### config.mk
export PLATFORM = sky130hd
export DESIGN_NAME = stage_renderer
export DESIGN_NICKNAME = d
export VERILOG_FILES = /design/src/rtl/stage_renderer.sv
export SDC_FILE = /design/constraint.sdc
export NUM_CORES = 1
export LEC_CHECK = 0
export ABC_AREA = 1
export ABC_CLOCK_PERIOD_IN_PS = 1650
export CORE_MARGIN = 5
export CORE_UTILIZATION = 50
export DETAILED_ROUTE_END_ITERATION = 7
export PLACE_DENSITY = 0.77
export SETUP_SLACK_MARGIN = 0.3
export SYNTH_ARGS = -nofsm -noshare
export SYNTH_HDL_FRONTEND = slang
export SYNTH_SLANG_ARGS = --single-unit
### constraint.sdc
create_clock -name clk -period 1.65 [get_ports clk]
set_input_delay 0.165 -clock clk [delete_from_list [all_inputs] [get_ports clk]]
set_output_delay 0.165 -clock clk [all_outputs]
set_load 0.02 [all_outputs]
### src/rtl/stage_renderer.sv
// Frame-drawing engine: rasters the 11x11-tile playfield, then overlays a sprite
// for every live bomb slot, emitting one plot strobe per drawn pixel.
module stage_renderer #(
  parameter int ORIGIN_X = 72,
  parameter int ORIGIN_Y = 32,
  parameter int FIELD_PX = 176
) (
  input  logic        clk,
  input  logic        resetn,
  input  logic        start,
  input  logic [3:0]  map_tile_id,
  input  logic        has_explosion,
  input  logic [17:0] bomb_info,
  output logic [8:0]  X,
  output logic [7:0]  Y,
  output logic [2:0]  bomb_id,
  output logic [8:0]  vga_x,
  output logic [7:0]  vga_y,
  output logic [2:0]  colour,
  output logic        plot,
  output logic        busy,
  output logic        done
);

  typedef enum logic [1:0] {IDLE, FIELD, BFETCH, BDRAW} state_t;

  localparam logic [7:0] LAST_PX = 8'(FIELD_PX - 1);

  state_t      state, state_n;
  logic [7:0]  px, px_n, py, py_n;
  logic [3:0]  u, u_n, v, v_n;
  logic [8:0]  bx, bx_n;
  logic [7:0]  by, by_n;
  logic [8:0]  x_n, vga_x_n;
  logic [7:0]  y_n, vga_y_n;
  logic [2:0]  bomb_id_n, colour_n;
  logic        plot_n, busy_n, done_n;
  logic        advance;

  always_comb begin
    state_n   = state;
    px_n      = px;
    py_n      = py;
    u_n       = u;
    v_n       = v;
    bx_n      = bx;
    by_n      = by;
    x_n       = X;
    y_n       = Y;
    bomb_id_n = bomb_id;
    vga_x_n   = vga_x;
    vga_y_n   = vga_y;
    colour_n  = colour;
    plot_n    = 1'b0;
    busy_n    = busy;
    done_n    = 1'b0;
    advance   = 1'b0;

    case (state)
      IDLE: begin
        if (start) begin
          state_n = FIELD;
          x_n     = 9'(ORIGIN_X);
          y_n     = 8'(ORIGIN_Y);
          px_n    = 8'd0;
          py_n    = 8'd0;
          busy_n  = 1'b1;
        end
      end
      FIELD: begin
        // The stage block answers the query within the cycle, so capture now.
        vga_x_n = X;
        vga_y_n = Y;
        plot_n  = 1'b1;
        if (has_explosion) colour_n = 3'b100;
        else begin
          case (map_tile_id)
            4'd0:    colour_n = 3'b010;
            4'd1:    colour_n = 3'b111;
            4'd2:    colour_n = 3'b110;
            default: colour_n = 3'b011;
          endcase
        end
        if (px == LAST_PX) begin
          px_n = 8'd0;
          x_n  = 9'(ORIGIN_X);
          if (py == LAST_PX) begin
            state_n   = BFETCH;
            bomb_id_n = 3'd0;
          end else begin
            py_n = py + 8'd1;
            y_n  = Y + 8'd1;
          end
        end else begin
          px_n = px + 8'd1;
          x_n  = X + 9'd1;
        end
      end
      BFETCH: begin
        bx_n = bomb_info[9:1];
        by_n = bomb_info[17:10];
        if (bomb_info[0]) begin
          state_n = BDRAW;
          u_n     = 4'd0;
          v_n     = 4'd0;
        end else begin
          advance = 1'b1;
        end
      end
      BDRAW: begin
        // The sprite is a 12x12 square inset by two pixels in a 16x16 cell.
        vga_x_n  = bx + {5'd0, u};
        vga_y_n  = by + {4'd0, v};
        colour_n = 3'b000;
        plot_n   = (u >= 4'd2) && (u <= 4'd13) && (v >= 4'd2) && (v <= 4'd13);
        if (u == 4'd15) begin
          u_n = 4'd0;
          if (v == 4'd15) advance = 1'b1;
          else            v_n = v + 4'd1;
        end else begin
          u_n = u + 4'd1;
        end
      end
      default: state_n = IDLE;
    endcase

    if (advance) begin
      if (bomb_id == 3'd5) begin
        state_n = IDLE;
        busy_n  = 1'b0;
        done_n  = 1'b1;
        plot_n  = 1'b0;
      end else begin
        bomb_id_n = bomb_id + 3'd1;
        state_n   = BFETCH;
      end
    end
  end

  always_ff @(posedge clk or negedge resetn) begin
    if (!resetn) begin
      state   <= IDLE;
      px      <= 8'd0;
      py      <= 8'd0;
      u       <= 4'd0;
      v       <= 4'd0;
      bx      <= 9'd0;
      by      <= 8'd0;
      X       <= 9'd0;
      Y       <= 8'd0;
      bomb_id <= 3'd0;
      vga_x   <= 9'd0;
      vga_y   <= 8'd0;
      colour  <= 3'd0;
      plot    <= 1'b0;
      busy    <= 1'b0;
      done    <= 1'b0;
    end else begin
      state   <= state_n;
      px      <= px_n;
      py      <= py_n;
      u       <= u_n;
      v       <= v_n;
      bx      <= bx_n;
      by      <= by_n;
      X       <= x_n;
      Y       <= y_n;
      bomb_id <= bomb_id_n;
      vga_x   <= vga_x_n;
      vga_y   <= vga_y_n;
      colour  <= colour_n;
      plot    <= plot_n;
      busy    <= busy_n;
      done    <= done_n;
    end
  end

endmodule

Word-level counts from Yosys, hierarchy flattened
Index checks and enable logic that the tools add are counted.
{"block": "word_totals", "reg_bits": 86, "input_bits": 26, "out_inout_bits": 43, "elab_cells": 112}
{"block": "op_classes", "n_addsub": 9, "magnitude_cmp": 4, "eq_ne": 20, "n_mux": 49, "reduce_logical": 14}
{"op": "$pmux W8 S2", "count": 4}
{"op": "$mux W8", "count": 7}
{"op": "$pmux W9 S2", "count": 2}
{"op": "$add A8 B1 Y8 const B", "count": 3}
{"op": "$mux W3", "count": 6}
{"op": "$mux W9", "count": 2}
{"op": "$eq A8 B8 Y1 const B", "count": 2}
{"op": "$mux W4", "count": 4}
{"op": "$pmux W4 S2", "count": 2}
{"op": "$mux W2", "count": 6}
{"op": "$ne A2 B2 Y1 const B", "count": 6}
{"op": "$ne A3 B3 Y1 const B", "count": 4}
{"op": "$mux W1", "count": 11}
{"op": "$add A9 B1 Y9 const B", "count": 1}
{"op": "$add A9 B4 Y9", "count": 1}
{"op": "$pmux W3 S3", "count": 1}
{"op": "$add A4 B1 Y4 const B", "count": 2}
{"op": "$add A8 B4 Y8", "count": 1}
{"op": "$eq A4 B4 Y1 const B", "count": 2}
{"op": "$ge A4 B2 Y1 const B", "count": 2}
{"op": "$le A4 B4 Y1 const B", "count": 2}
{"op": "$reduce_and A4 Y1", "count": 2}
{"op": "$pmux W2 S3", "count": 1}
{"op": "$pmux W3 S2", "count": 1}
{"op": "14 further kinds", "count": 21}

Longest topological paths before layout
{"block": "logic_depth", "ltp_word": 7, "depth_mapped": 10, "ltp_nobuf": 10}

Worst setup path after synthesis
No wires, ideal clock.
{"block": "synth_timing", "kind": "register -> register", "start": "register state[0]", "end": "register bomb_id[2]", "setup_time_ns": 0.136, "arrival_ns": 1.444, "required_time_ns": 1.514, "slack_ns": 0.070, "path_stages_with_launch": 11, "path_buffers": 1, "synth_period_minus_slack_ns": 1.580, "cell_sequence": "dfrtp_1 > inv_1 > ha_1 > buf_4 > inv_4 > nor2_1 > inv_1 > nand2_2 > nand2_1 > o21ai_0 > a21oi_1"}
{"block": "synth_via", "elab_chain_cells": 4, "elab_cells_between_ends": 7, "cone_classes": "eq/ne (3); mux (4)"}
{"item": "start, declared", "line": "29", "text": "state_t state, state_n;"}
{"item": "start signal, assigned", "line": "159", "text": "state <= state_n;"}
{"item": "$eq A2 B1 Y1", "line": "59", "text": "case (state)"}
{"item": "$mux W3", "line": "59"}
{"item": "$mux W3", "line": "128", "text": "if (bomb_id == 3'd5) begin"}
{"item": "$mux W3 *", "line": "127", "text": "if (advance) begin"}
{"item": "named net bomb_id_n[2]", "line": "36", "text": "logic [2:0] bomb_id_n, colour_n;"}
{"item": "end signal, assigned", "line": "168", "text": "bomb_id <= bomb_id_n;"}
{"item": "end, declared", "line": "16", "text": "output logic [2:0] bomb_id,"}
Mark *: on every way through the listed nets, which the timed path passes. The rest lies on a longest branch.
A chain may end at the register's enable or synchronous reset.

Worst setup path after layout
{"block": "layout_timing", "start": "register state[1]", "end": "register Y[0]"}
{"block": "layout_via", "elab_chain_cells": 3, "elab_cells_between_ends": 8, "cone_classes": "eq/ne (4); mux (1); reduce/logical (3)"}
{"item": "$eq A2 B1 Y1 / $logic_not A2 Y1 (equally long branches)", "line": "59"}
{"item": "$ne A2 B2 Y1 (no source line) / $reduce_bool A2 Y1 (equally long branches)"}
{"item": "$reduce_and A4 Y1 (no source line)"}
{"item": "end signal, assigned", "line": "167", "text": "Y <= y_n;"}
{"item": "end, declared", "line": "15", "text": "output logic [7:0] Y,"}
Parallel ways exist; a longest one is shown, timed or not.

==> run metrics <==
status finished, violations left; failing checks negative setup slack; grt ovf 0; Tot Pwr 13140 uW; CTS tree yes; worst skew pair latency 380 ps; layout net count 826; peak supply drop 0.0009464 V; max incr delay on CP 470 ps; fin crit share 108.2%; kind of critical path flip-flop to flip-flop; vias in the first global route 5024; Synth warnings 0; Chip Height 109.1 um; setup TNS -752.6 ps; Setup WS post-layout -135.5 ps; global-route wire length before repair 24360 um; # H-tree levels 3; Worst R2R Path Depth 9; area grow syn2layout 53.12%; row cnt 36; maxcap violations 0; Die W 109.1 um; Clock Power Share 11.4%; routability cong. 0.8966; Finished Core Util 77.61%; DP Wirelength 9107 um; gr usage total 26.37%; Cell Chain, Critical Path inv_4, ha_4, nand2_4, nand2_8, buf_12, nand2_8, nor2_4, nor2_2, nor2_1; power density cells 1748 mW/mm^2; Critical-path top delay cell dfrtp_2; Final Critical Period 1786 ps; Mapped Cells 625; worst slack at placement -15.59 ps; Worst Path Required 1940 ps; core area 0.009684 sq mm; Reg clk slew, reported paths 100 ps; startpoint types flip-flop; Setup crit start state[1]; Register Area 0.002163 sq mm; hold crit path type input port to asynchronous set/reset pin; CP endpoint kind flip-flop; Reg power frac 26.2%; Root Driver clkbuf_8; final wirelength 17990 um; ANT cells 0; Layout fillers 553; WL/cell 19.83 um; R2R Setup Slk -140 ps; Post-Syn Area 0.004908 sq mm; final hold vios 0; initial antenna violation count 0; DRT Pass-1 Iters 5; Worst Skew 20.67 ps; Detail Route Antenna Nets 0; RSZ-0062 raised after global routing true; Comb pwr share 62.4%; Syn Area/Cell 7.854 sq um; DRC viols 0; FF-to-FF Start state[1]; Rel. slew slack 79.19%; drt initial violations 460; CTS buffer count 9; CP arrival 2070 ps; Post-Syn Nets 680; IO Pins 69; Net Sw Frac 46.49%; CP most frequent cell nand2_8; Fmax 560.1 MHz; # port buffers 68; largest net degree at the start of global routing 51; Multi-input gate area 0.003233 sq mm; initial core utilization 50.68%; fin. max-slew vios 0; flops & latches, synth 86; post-synthesis sequential area ratio 43.84%; clock tree sinks 86; distinct cell type count after synthesis 40; Leakage 0.003444 uW; internal power 7030 uW; worst slew pin tran 311.8 ps; worst-path fanout max 7; via count 5261; worst r2r dst Y[0]; CTS max path bufs 2; share of layout cells above drive strength 1 36.30%; final setup vio count 17; Vias per Instance 5.800; Net Sw Power 6107 uW; Die ar. 0.01190 sq mm
[worst max-delay path, delay by kind of cell (launching register included)]
family	cells	cell delay [ps]
AND/OR/NAND/NOR	6	710
flip-flops	1	470
buffers and inverters	2	260
adder cells (fa/ha/maj)	1	230
[cell families after synthesis]
logic type,count (synthesis),synth area share (%)
compound gates,97,11.01
fa+ha+maj,29,7.698
flops,86,43.84
buf+inv,89,7.519
simple gates,313,27.96
xor+xnor,11,1.963
[power by group through the flow]
stage | registers (uW) | logic (uW) | clock network (uW)
2_1_floorplan | 3600 | 2910 | 0
3_3_place_gp | 3330 | 4640 | 0
3_5_place_dp | 3360 | 4780 | 0
4_1_cts | 3340 | 6480 | 1500
5_1_grt | 3500 | 8700 | 1580
6_report | 3440 | 8200 | 1500
[final cells by class]
cell class,count,share of cell area (%)
tap,133,2.214
timing repair buffer,143,18.69
inverter,76,4.811
timing repair inverter,1,0.08324
multi-input combinational,454,43.02
clock inverter,2,0.4661
clock buffer,12,1.931
sequential,86,28.78
[flip-flops by register name, summed over array words and instances (netlist names), 8 cells and up]
| signal | flops |
|---|---|
| bx | 9 |
| Y | 8 |
| X | 9 |
| by | 8 |
| vga_y | 8 |
| vga_x | 9 |
| py | 8 |
| px | 8 |
[per-layer routing]
layer  vias to the layer above  wire (um)  part of all wire, %  global-route usage [%]
met5                         -          0                    0                       0
met4                         0        946                  5.3                   11.54
met3                        87       1129                  6.3                   4.440
met2                       286       9311                   52                   46.05
met1                      2566       6600                   37                   31.90
li1                       2322          -                    -                       -
[how the worst max path moves through the flow]
stage	to	slack, ps	depth (start not counted)
after floorplan	vga_y[6]	160	10
after global placement	Y[0]	30	7
after detailed placement	X[3]	-20	8
after CTS	vga_y[6]	50	10
after global routing	Y[0]	-180	9
final	Y[0]	-140	9
[repair_timing]
action / CTS / global route
hold buffers: 1 / 0
setup endpoints to repair: 110 / 96
pin swaps: 37 / 49
resized for setup: 176 / 134
gates cloned: 6 / 0
endpoints found under the hold margin: 86 / 0
buffers inserted: 40 / 19
[Yosys cell counts (all sizes together)]
cell type,instances,area share (%)
nor3,9,1.0
a22o,1,0.18
ha,27,6.9
fa,2,0.82
o21ai,50,5.3
nand3b,1,0.15
clkinv,2,0.15
o21bai,6,0.92
xor2,7,1.2
dfrtp,86,44
nor2,61,5.3
a21oi,30,3.1
a22oi,1,0.15
nand3,51,5.4
o22ai,1,0.13
a21o,1,0.15
inv,74,5.7
buf,9,1.4
o221ai,1,0.18
or2,2,0.25
nand2,175,14
o211ai,6,0.92
xnor2,4,0.71
clkbuf,4,0.31
nand4,14,1.8
[through the flow]
stage / instance area, sq um / hold slack [ps] / instances
floorplan: 5075 / -130.6 / 625
global placement: 5959 / 158.2 / 827
detailed placement: 5959 / 160.1 / 827
CTS: 6935 / 314.0 / 888
global route: 7516 / 322.7 / 907
finish: 7516 / 301.0 / 907
[placed cells by master (no fill, tap or decap), types with 4 or more instances in the layout]
cell type / count
xor2_1: 7
nand4_1: 14
dlygate4sd2_1: 33
ha_4: 9
clkdlybuf4s50_1: 24
nand2_8: 5
inv_4: 8
nor2_1: 40
nand3_4: 7
nor2_4: 12
dfrtp_2: 9
nand2_2: 36
clkbuf_8: 10
o211ai_1: 6
a21oi_1: 15
o21ai_0: 12
nand3_1: 32
ha_2: 4
o21ai_1: 16
nand2_1: 125
clkbuf_2: 7
o21bai_1: 5
nand2_4: 11
buf_4: 29
nor2_2: 9
ha_1: 14
buf_6: 38
a21oi_2: 12
dfrtp_1: 77
o21ai_2: 21
nand3_2: 13
buf_12: 7
inv_1: 58
(Power assumes the default switching activity.)
